==> src/rtl/gmii_tx_arbiter.sv <==
// Round-robin arbiter sharing one GMII transmit port between ch0 (ARP) and ch1 (UDP).
// Registers one cycle of latency, enforces the inter-frame gap, and cuts off stalled or overlong sources.
`timescale 1ns/1ps
module gmii_tx_arbiter #(
  parameter int IFG_CYCLES    = 12,
  parameter int START_TIMEOUT = 64,
  parameter int MAX_FRAME     = 1530
) (
  input  logic       gmii_tx_clk,
  input  logic       rst_n,
  input  logic       ch0_req,
  output logic       ch0_gnt,
  input  logic       ch0_tx_en,
  input  logic [7:0] ch0_txd,
  input  logic       ch1_req,
  output logic       ch1_gnt,
  input  logic       ch1_tx_en,
  input  logic [7:0] ch1_txd,
  output logic       gmii_tx_en,
  output logic       gmii_tx_er,
  output logic [7:0] gmii_txd,
  output logic       busy,
  output logic       tmo_err,
  output logic       ovf_err
);

  localparam int CW = $clog2((MAX_FRAME > START_TIMEOUT) ? MAX_FRAME : START_TIMEOUT) + 1;
  localparam logic [CW-1:0] C_TMO_LAST = CW'(START_TIMEOUT - 1);
  localparam logic [CW-1:0] C_IFG_LAST = CW'(IFG_CYCLES - 1);
  localparam logic [CW-1:0] C_MAX      = CW'(MAX_FRAME);
  localparam logic [CW-1:0] C_ONE      = CW'(1);
  localparam logic [CW-1:0] C_SAT      = '1;

  typedef enum logic [1:0] {S_IDLE, S_WAIT, S_FRAME, S_IFG} state_t;

  state_t        r_state, w_state_nxt;
  logic [CW-1:0] r_timer, w_timer_nxt, w_timer_inc;
  logic [CW-1:0] r_len, w_len_nxt, w_len_inc;
  logic          r_owner, w_owner_nxt;
  logic          r_tx_en, w_tx_en_nxt;
  logic          r_tx_er, w_tx_er_nxt;
  logic [7:0]    r_txd, w_txd_nxt;
  logic          r_tmo, w_tmo_nxt;
  logic          r_ovf, w_ovf_nxt;
  logic          w_elig0, w_elig1, w_sel_req, w_sel_en, w_granted;
  logic [7:0]    w_sel_txd;

  // r_owner doubles as last_served: it keeps pointing at the most recent grantee after release.
  assign w_sel_req   = r_owner ? ch1_req   : ch0_req;
  assign w_sel_en    = r_owner ? ch1_tx_en : ch0_tx_en;
  assign w_sel_txd   = r_owner ? ch1_txd   : ch0_txd;
  assign w_elig0     = ch0_req & ~ch0_tx_en;
  assign w_elig1     = ch1_req & ~ch1_tx_en;
  assign w_timer_inc = (r_timer == C_SAT) ? r_timer : r_timer + C_ONE;
  assign w_len_inc   = (r_len == C_SAT) ? r_len : r_len + C_ONE;

  always_comb begin
    // NOTE: every signal gets a default before the case so no path leaves it unassigned (no latch).
    w_state_nxt = r_state;
    w_timer_nxt = r_timer;
    w_len_nxt   = r_len;
    w_owner_nxt = r_owner;
    w_tx_en_nxt = 1'b0;
    w_tx_er_nxt = 1'b0;
    w_txd_nxt   = '0;
    w_tmo_nxt   = 1'b0;
    w_ovf_nxt   = 1'b0;
    unique case (r_state)
      S_IDLE: begin
        if (w_elig0 || w_elig1) begin
          w_owner_nxt = (w_elig0 && w_elig1) ? ~r_owner : w_elig1;
          w_state_nxt = S_WAIT;
          w_timer_nxt = '0;
        end
      end
      S_WAIT: begin
        w_tx_en_nxt = w_sel_en;
        w_txd_nxt   = w_sel_txd;
        if (w_sel_en) begin
          w_state_nxt = S_FRAME;
          w_len_nxt   = C_ONE;
          w_tx_er_nxt = (C_ONE == C_MAX);
        end else if (!w_sel_req) begin
          w_state_nxt = S_IDLE;
        end else if (r_timer == C_TMO_LAST) begin
          w_state_nxt = S_IDLE;
          w_tmo_nxt   = 1'b1;
        end else begin
          w_timer_nxt = w_timer_inc;
        end
      end
      S_FRAME: begin
        // The byte that hit the limit already went out flagged with tx_er; this edge cuts the frame.
        if (r_len == C_MAX) begin
          w_ovf_nxt   = 1'b1;
          w_state_nxt = S_IFG;
          w_timer_nxt = '0;
        end else if (!w_sel_en) begin
          w_state_nxt = S_IFG;
          w_timer_nxt = '0;
        end else begin
          w_tx_en_nxt = 1'b1;
          w_txd_nxt   = w_sel_txd;
          w_len_nxt   = w_len_inc;
          w_tx_er_nxt = (w_len_inc == C_MAX);
        end
      end
      S_IFG: begin
        if (r_timer == C_IFG_LAST) w_state_nxt = S_IDLE;
        else                       w_timer_nxt = w_timer_inc;
      end
      default: w_state_nxt = S_IDLE;
    endcase
  end

  always_ff @(posedge gmii_tx_clk) begin
    // NOTE: state registers use non-blocking assignments so every register samples pre-edge values.
    if (!rst_n) begin
      r_state <= S_IDLE;
      r_timer <= '0;
      r_len   <= '0;
      r_owner <= 1'b1;
      r_tx_en <= 1'b0;
      r_tx_er <= 1'b0;
      r_txd   <= '0;
      r_tmo   <= 1'b0;
      r_ovf   <= 1'b0;
    end else begin
      r_state <= w_state_nxt;
      r_timer <= w_timer_nxt;
      r_len   <= w_len_nxt;
      r_owner <= w_owner_nxt;
      r_tx_en <= w_tx_en_nxt;
      r_tx_er <= w_tx_er_nxt;
      r_txd   <= w_txd_nxt;
      r_tmo   <= w_tmo_nxt;
      r_ovf   <= w_ovf_nxt;
    end
  end

  assign w_granted  = (r_state == S_WAIT) || (r_state == S_FRAME);
  assign ch0_gnt    = w_granted & ~r_owner;
  assign ch1_gnt    = w_granted &  r_owner;
  assign gmii_tx_en = r_tx_en;
  assign gmii_tx_er = r_tx_er;
  assign gmii_txd   = r_txd;
  assign busy       = (r_state != S_IDLE);
  assign tmo_err    = r_tmo;
  assign ovf_err    = r_ovf;

endmodule

==> config.mk <==
export PLATFORM = sky130hd
export DESIGN_NAME = gmii_tx_arbiter
export DESIGN_NICKNAME = d
export VERILOG_FILES = /design/src/rtl/gmii_tx_arbiter.sv
export SDC_FILE = /design/constraint.sdc
export NUM_CORES = 1
export LEC_CHECK = 0
export BUFFER_PORTS_ARGS = -buffer_cell sky130_fd_sc_hd__buf_4
export CELL_PAD_IN_SITES_DETAIL_PLACEMENT = 0
export CELL_PAD_IN_SITES_GLOBAL_PLACEMENT = 2
export CORE_UTILIZATION = 33
export CTS_BUF_LIST = sky130_fd_sc_hd__clkbuf_16
export DETAILED_ROUTE_END_ITERATION = 8
export GPL_TIMING_DRIVEN = 0
export PLACE_DENSITY_LB_ADDON = 0.1
export SLEW_MARGIN = 20
export SYNTH_ARGS = -nofsm -noshare
export SYNTH_HDL_FRONTEND = slang
export SYNTH_SLANG_ARGS = --single-unit
==> constraint.sdc <==
create_clock -name gmii_tx_clk -period 3.4 [get_ports gmii_tx_clk]
set_clock_uncertainty 0.2 [all_clocks]
set_input_delay 0.17 -clock gmii_tx_clk [delete_from_list [all_inputs] [get_ports gmii_tx_clk]]
set_output_delay 0.17 -clock gmii_tx_clk [all_outputs]
set_load 0.01 [all_outputs]
### Yosys cells after proc, flatten, opt, wreduce, memory -nomap -nowiden

Index checks and enable logic that the tools add are counted.

* add/sub/neg operators: 2
* equal/unequal tests: 20
* multiplexer cells: 34
* bitwise logic cells: 12
* reductions and logical operators: 13

Operators by type and width (count)
* 12-bit 2-to-1 mux: 12
* 12-bit one-hot mux with 4 select lines: 1
* 12-bit by 1-bit adder with 12-bit output, second input constant: 2
* 12-bit by 11-bit equality test with 1-bit output, second input constant: 2
* 12-bit equality test, second input constant: 2
* 8-bit 2-to-1 mux: 3
* 12-bit one-hot mux with 2 select lines: 1
* 2-bit inequality test, second input constant: 9
* 8-bit one-hot mux with 2 select lines: 1
* 2-bit 2-to-1 mux: 7
* 12-bit by 4-bit equality test with 1-bit output, second input constant: 1
* 12-bit by 6-bit equality test with 1-bit output, second input constant: 1
* 1-bit inverter: 8
* 2-bit one-hot mux with 4 select lines: 1
* 4-bit AND reduction: 2
* 4-bit OR reduction: 2
* 1-bit 2-to-1 mux: 7
* 6-bit AND reduction: 1
* 1-bit AND: 4
* 2-bit equality test, second input constant: 2
* 4-bit inequality test, second input constant: 1
* 2-bit AND reduction: 2
* 2-bit nonzero test: 2
* 3-bit inequality test, second input constant: 1
* 5 further kinds: 6

* register bits after elaboration: 39
* logic and storage cells: 90

### Logic depth before layout (Yosys ltp)

* depth in word-level cells: 6
* depth in mapped cells: 8

### Worst setup path after synthesis

No wires, ideal clock.

* kind: reg2reg
* start point: register r_len[0]
* end point: register r_timer[3]
* library setup time: 0.096 ns
* arrival: 2.229 ns
* data required time: 3.104 ns
* slack: 0.875 ns
* stages on the path, launching flop included: 8
* path buffers: 0
* clock period less this slack: 2.525 ns
* path through: dfxtp_1 inv_1 ha_1 or3b_4 nor4_4 o21ai_2 or4_4 o41ai_2

* longest elaborated chain between the ends: 3
* elaborated cells on any way between the ends: 5
* those cells by class: eq/ne (2); mux (2); reduce/logical (1)

Ends and longest elaborated chain
* from (decl): RTL line 38 `logic [CW-1:0] r_len, w_len_nxt, w_len_inc;`
* from (signal assigned): RTL line 131 `r_len <= w_len_nxt;`
* 12-bit by 11-bit equality test with 1-bit output *: RTL line 94 `if (r_len == C_MAX) begin`
* 3-bit inequality test (no source line) / 12-bit 2-to-1 mux (equally long branches)
* 6-bit AND reduction (no source line) / 12-bit one-hot mux with 4 select lines (equally long branches)
* to (signal assigned): RTL line 130 `r_timer <= w_timer_nxt;`
* to (decl): RTL line 37 `logic [CW-1:0] r_timer, w_timer_nxt, w_timer_inc;`

Mark *: on every way between the ends. The rest lies on a longest branch, timed or not.
A chain may end at the register's enable or synchronous reset.

### Final worst setup path

* start point: register r_len[0]
* end point: register r_txd[2], in the netlist gmii_txd[2]

* longest elaborated chain between the ends: 3

Ends and longest elaborated chain
* 12-bit by 11-bit equality test with 1-bit output: RTL line 94
* 8-bit 2-to-1 mux: RTL line 94
* 8-bit one-hot mux with 2 select lines: RTL line 68 `unique case (r_state)`
* to (signal assigned): RTL line 135 `r_txd <= w_txd_nxt;`
* to (decl): RTL line 42 `logic [7:0] r_txd, w_txd_nxt;`

No other way between the ends.

==> flow_summary_export.csv <==
group,metric,value,unit
detailed_routing,dr.pass1.iters,5,
cts,cts.sinks,39,
synthesis,synth_ff_type,"dfxtp_1",
synthesis,syn-cell-area,0.002370,mm²
synthesis,synthArstFlopShare,0,
final_layout,final_util,0.4479,
flow_run,drv_cap,0,
cts,cts_resized,0,
setup_path,worst-path-max-fanout,10,
floorplan,placementRows,30,
cts,htree_levels,2,
floorplan,io_pins,37,
setup_path,crit_type,"reg -> reg",
final_layout,diodes,0,
sta,finalHoldViolCount,0,
cts,clk_latency,0.28,ns
synthesis,synth_edf_count,0,
power_and_ir_drop,peakVddDrop,219.0,µV
synthesis,avgSynthCellArea,8.088,µm²
synthesis,yosysTopAreaCellShare,0.3295,
sta,period_share,0.8938,
sta,setup_viol,0,
detailed_routing,vias,2462,
final_layout,regArea,780.7,µm²
detailed_routing,routed_wl,6.874,mm
cts,clkTransAtPathRegs,0.06,ns
placement,preCtsSetupSlack,0.3727,ns
sta,finalSetupTns,0,ns
synthesis,ys_seq_area_frac,0.3295,
detailed_routing,ant_nets,0,
floorplan,start_util,0.3450,
final_layout,fin_area,0.003077,mm²
sta,max_freq,329.1,MHz
global_routing,grt_max_degree,13,
placement,gp_congestion,0.8129,
setup_path,worstPathRequired,3.34,ns
setup_path,crit_path_end_kind,"flip-flop",
sta,fin_crit,3.039,ns
sta,tightest_slew,0.9314,ns
setup_path,cpMostUsedCell,"nor2_1",
synthesis,ys_ff_latch,39,
power_and_ir_drop,leakage,1.216,nW
worst_hold_path,min_path_type,"in -> reg",
power_and_ir_drop,powerDensity,417.2,mW/mm²
cts,cts_tree,"yes",
setup_path,critPathSlowestCell,"o21bai_1",
placement,dp_hpwl,4.855,mm
detailed_routing,drc,0,
final_layout,area_delta_synth_final,29.83,%
setup_path,path_cells,"inv_1 > ha_1 > or3b_4 > nor4_4 > nor2_1 > clkbuf_1 > o21bai_1 > nor2_1",
final_layout,multiInputGateArea,0.001460,mm²
setup_path,start_kind,"flip-flop",
floorplan,die-area,0.007524,mm²
setup_path,r2r_end,"gmii_txd[2]",
final_layout,nets,380,
synthesis,synthCells,293,
synthesis,synth.largest_area_cell,"dfxtp_1",
synthesis,yosysMostFrequentCell,"dfxtp_1",
global_routing,antenna_found_initial,0,
synthesis,yosys_warnings,0,
global_routing,track_usage,0.1979,
sta,whs,0.1140,ns
floorplan,coreArea,0.006869,mm²
cts,cts_buffer_depth,2,
setup_path,slowest_delay,0.58,ns
global_routing,grt_pass1_vias,2334,
sta,rsz0062_at_grt,"no",
synthesis,synth_area_leaders,"dfxtp_1, mux2i_1, nor2_1",
placement,post_dp_cell_area,0.002753,mm²
synthesis,ys_types,53,
sta,relSlewSlack,0.3743,
setup_path,arrival,2.98,ns
worst_hold_path,min_from,"ch1_req",
setup_path,rr_worst_depth,8,
worst_hold_path,holdPathEnd,"r_owner",
run_status,status,"complete, no violations",
setup_path,reg2reg_from,"r_len[0]",
sta,setup_ws,0.3610,ns
floorplan,die_x,86.74,µm
global_routing,grt_overflow_total,0,
placement,io_buffer_count,35,
setup_path,rrSetupSlack,0.36,ns
final_layout,drive_above_1_share,0.1563,
cts,cts_buffers,5,
worst_hold_path,hold_path_depth,3,
synthesis,syn_nets,322,
synthesis,ys_top_cells_by_count,"dfxtp_1, nor2_1, nand2_1, clkbuf_1",
floorplan,die_h,86.74,µm
final_layout,fill_cells,713,
sta,final_max_slew_viol_count,0,
global_routing,grt_pass1_wl,11.53,mm
detailed_routing,wl_per_cell,15.34,µm
cts,root_buffer,"clkbuf_16",
detailed_routing,via_per_inst,5.496,
detailed_routing,initialDrtViolationCount,180,
## report_power, final
part | total, W | switching (W) | internal [W]
clock | 0.000532 | 0.000189 | 0.000342
sequential | 0.000482 | 0.0000122 | 0.000470
combinational | 0.000270 | 0.000150 | 0.000120
## layout make-up
class	count	share of cell area
plain buffers	20	0.02725
well taps	96	0.03904
repair buffers	51	0.1375
multi-input cells	222	0.4746
inverters	12	0.01464
clock buffers	5	0.04067
clock inverters	3	0.01261
flip-flops and latches	39	0.2538
## worst max path at each step
stage,start,endpoint,slack [ns],cells after the start
finish,r_len[0],gmii_txd[2],0.36,8
global route,r_len[0],gmii_txd[2],0.15,8
CTS,r_len[0],gmii_txd[5],0.35,8
detailed placement,r_len[0],gmii_txd[5],0.37,8
global placement,r_len[0],gmii_txd[5],0.31,8
floorplan,r_len[0],r_timer[3],0.88,7
## worst max-delay path: cells and delay by family (launching register included)
family | cells | cell delay [ns]
and+or+nand+nor | 4 | 1.15
AOI/OAI and AO/OA | 1 | 0.58
buffers and inverters | 2 | 0.42
DFF | 1 | 0.39
adders and majority gates | 1 | 0.16
## cells by family after synthesis
group	after synthesis	synth area share
AO/OA/AOI/OAI	71	0.2138
XOR/XNOR	1	0.003697
adder cells (fa/ha/maj)	7	0.03696
buffers and inverters	32	0.05438
flip-flops	39	0.3295
multiplexers	15	0.06441
AND/OR/NAND/NOR	128	0.2972
## sequential cells by signal, summed over array words and instances, names as in the netlist, named ones only
name,flops
gmii_txd,8
r_owner,1
gmii_tx_en,1
r_state,1
tmo_err,1
gmii_tx_er,1
r_len,12
r_timer,12
ovf_err,1
## through the flow
step / power (W) / instances
2_1_floorplan: 0.0006550 / 293
3_3_place_gp: 0.0007440 / 424
3_5_place_dp: 0.0007412 / 424
4_1_cts: 0.001302 / 448
5_1_grt: 0.001354 / 448
6_report: 0.001284 / 448
## what timing repair did
action,in CTS,in global routing
hold endpoints to repair,8,0
hold buffers,16,0
buffers inserted,0,0
## per-layer routing
metal / up-vias / GRT usage / wire, µm / share of wire
li1: 1232 / - / - / -
met1: 1147 / 0.2897 / 3468 / 0.50
met2: 77 / 0.2908 / 2999 / 0.44
met3: 6 / 0.04000 / 330 / 0.048
met4: 0 / 0.05758 / 74 / 0.011
met5: - / 0 / 0 / 0
## layout by cell type (no fill, tap or decap), types with 4 or more instances in the layout
cell           instances
nand2_1               23
nor4_1                13
nand3_1               12
a21oi_1               12
mux2i_1               13
clkbuf_1              18
buf_4                 35
o21ai_0               13
a41oi_1                4
clkbuf_16              5
ha_1                   7
dfxtp_1               39
and2_1                 5
dlygate4sd3_1         16
a31oi_1               10
nor3_1                 6
nand4_1               11
and4_1                 5
inv_1                 12
o221a_1                4
and3_1                 7
nor2_1                26
Power figures use the tool's default switching activity.
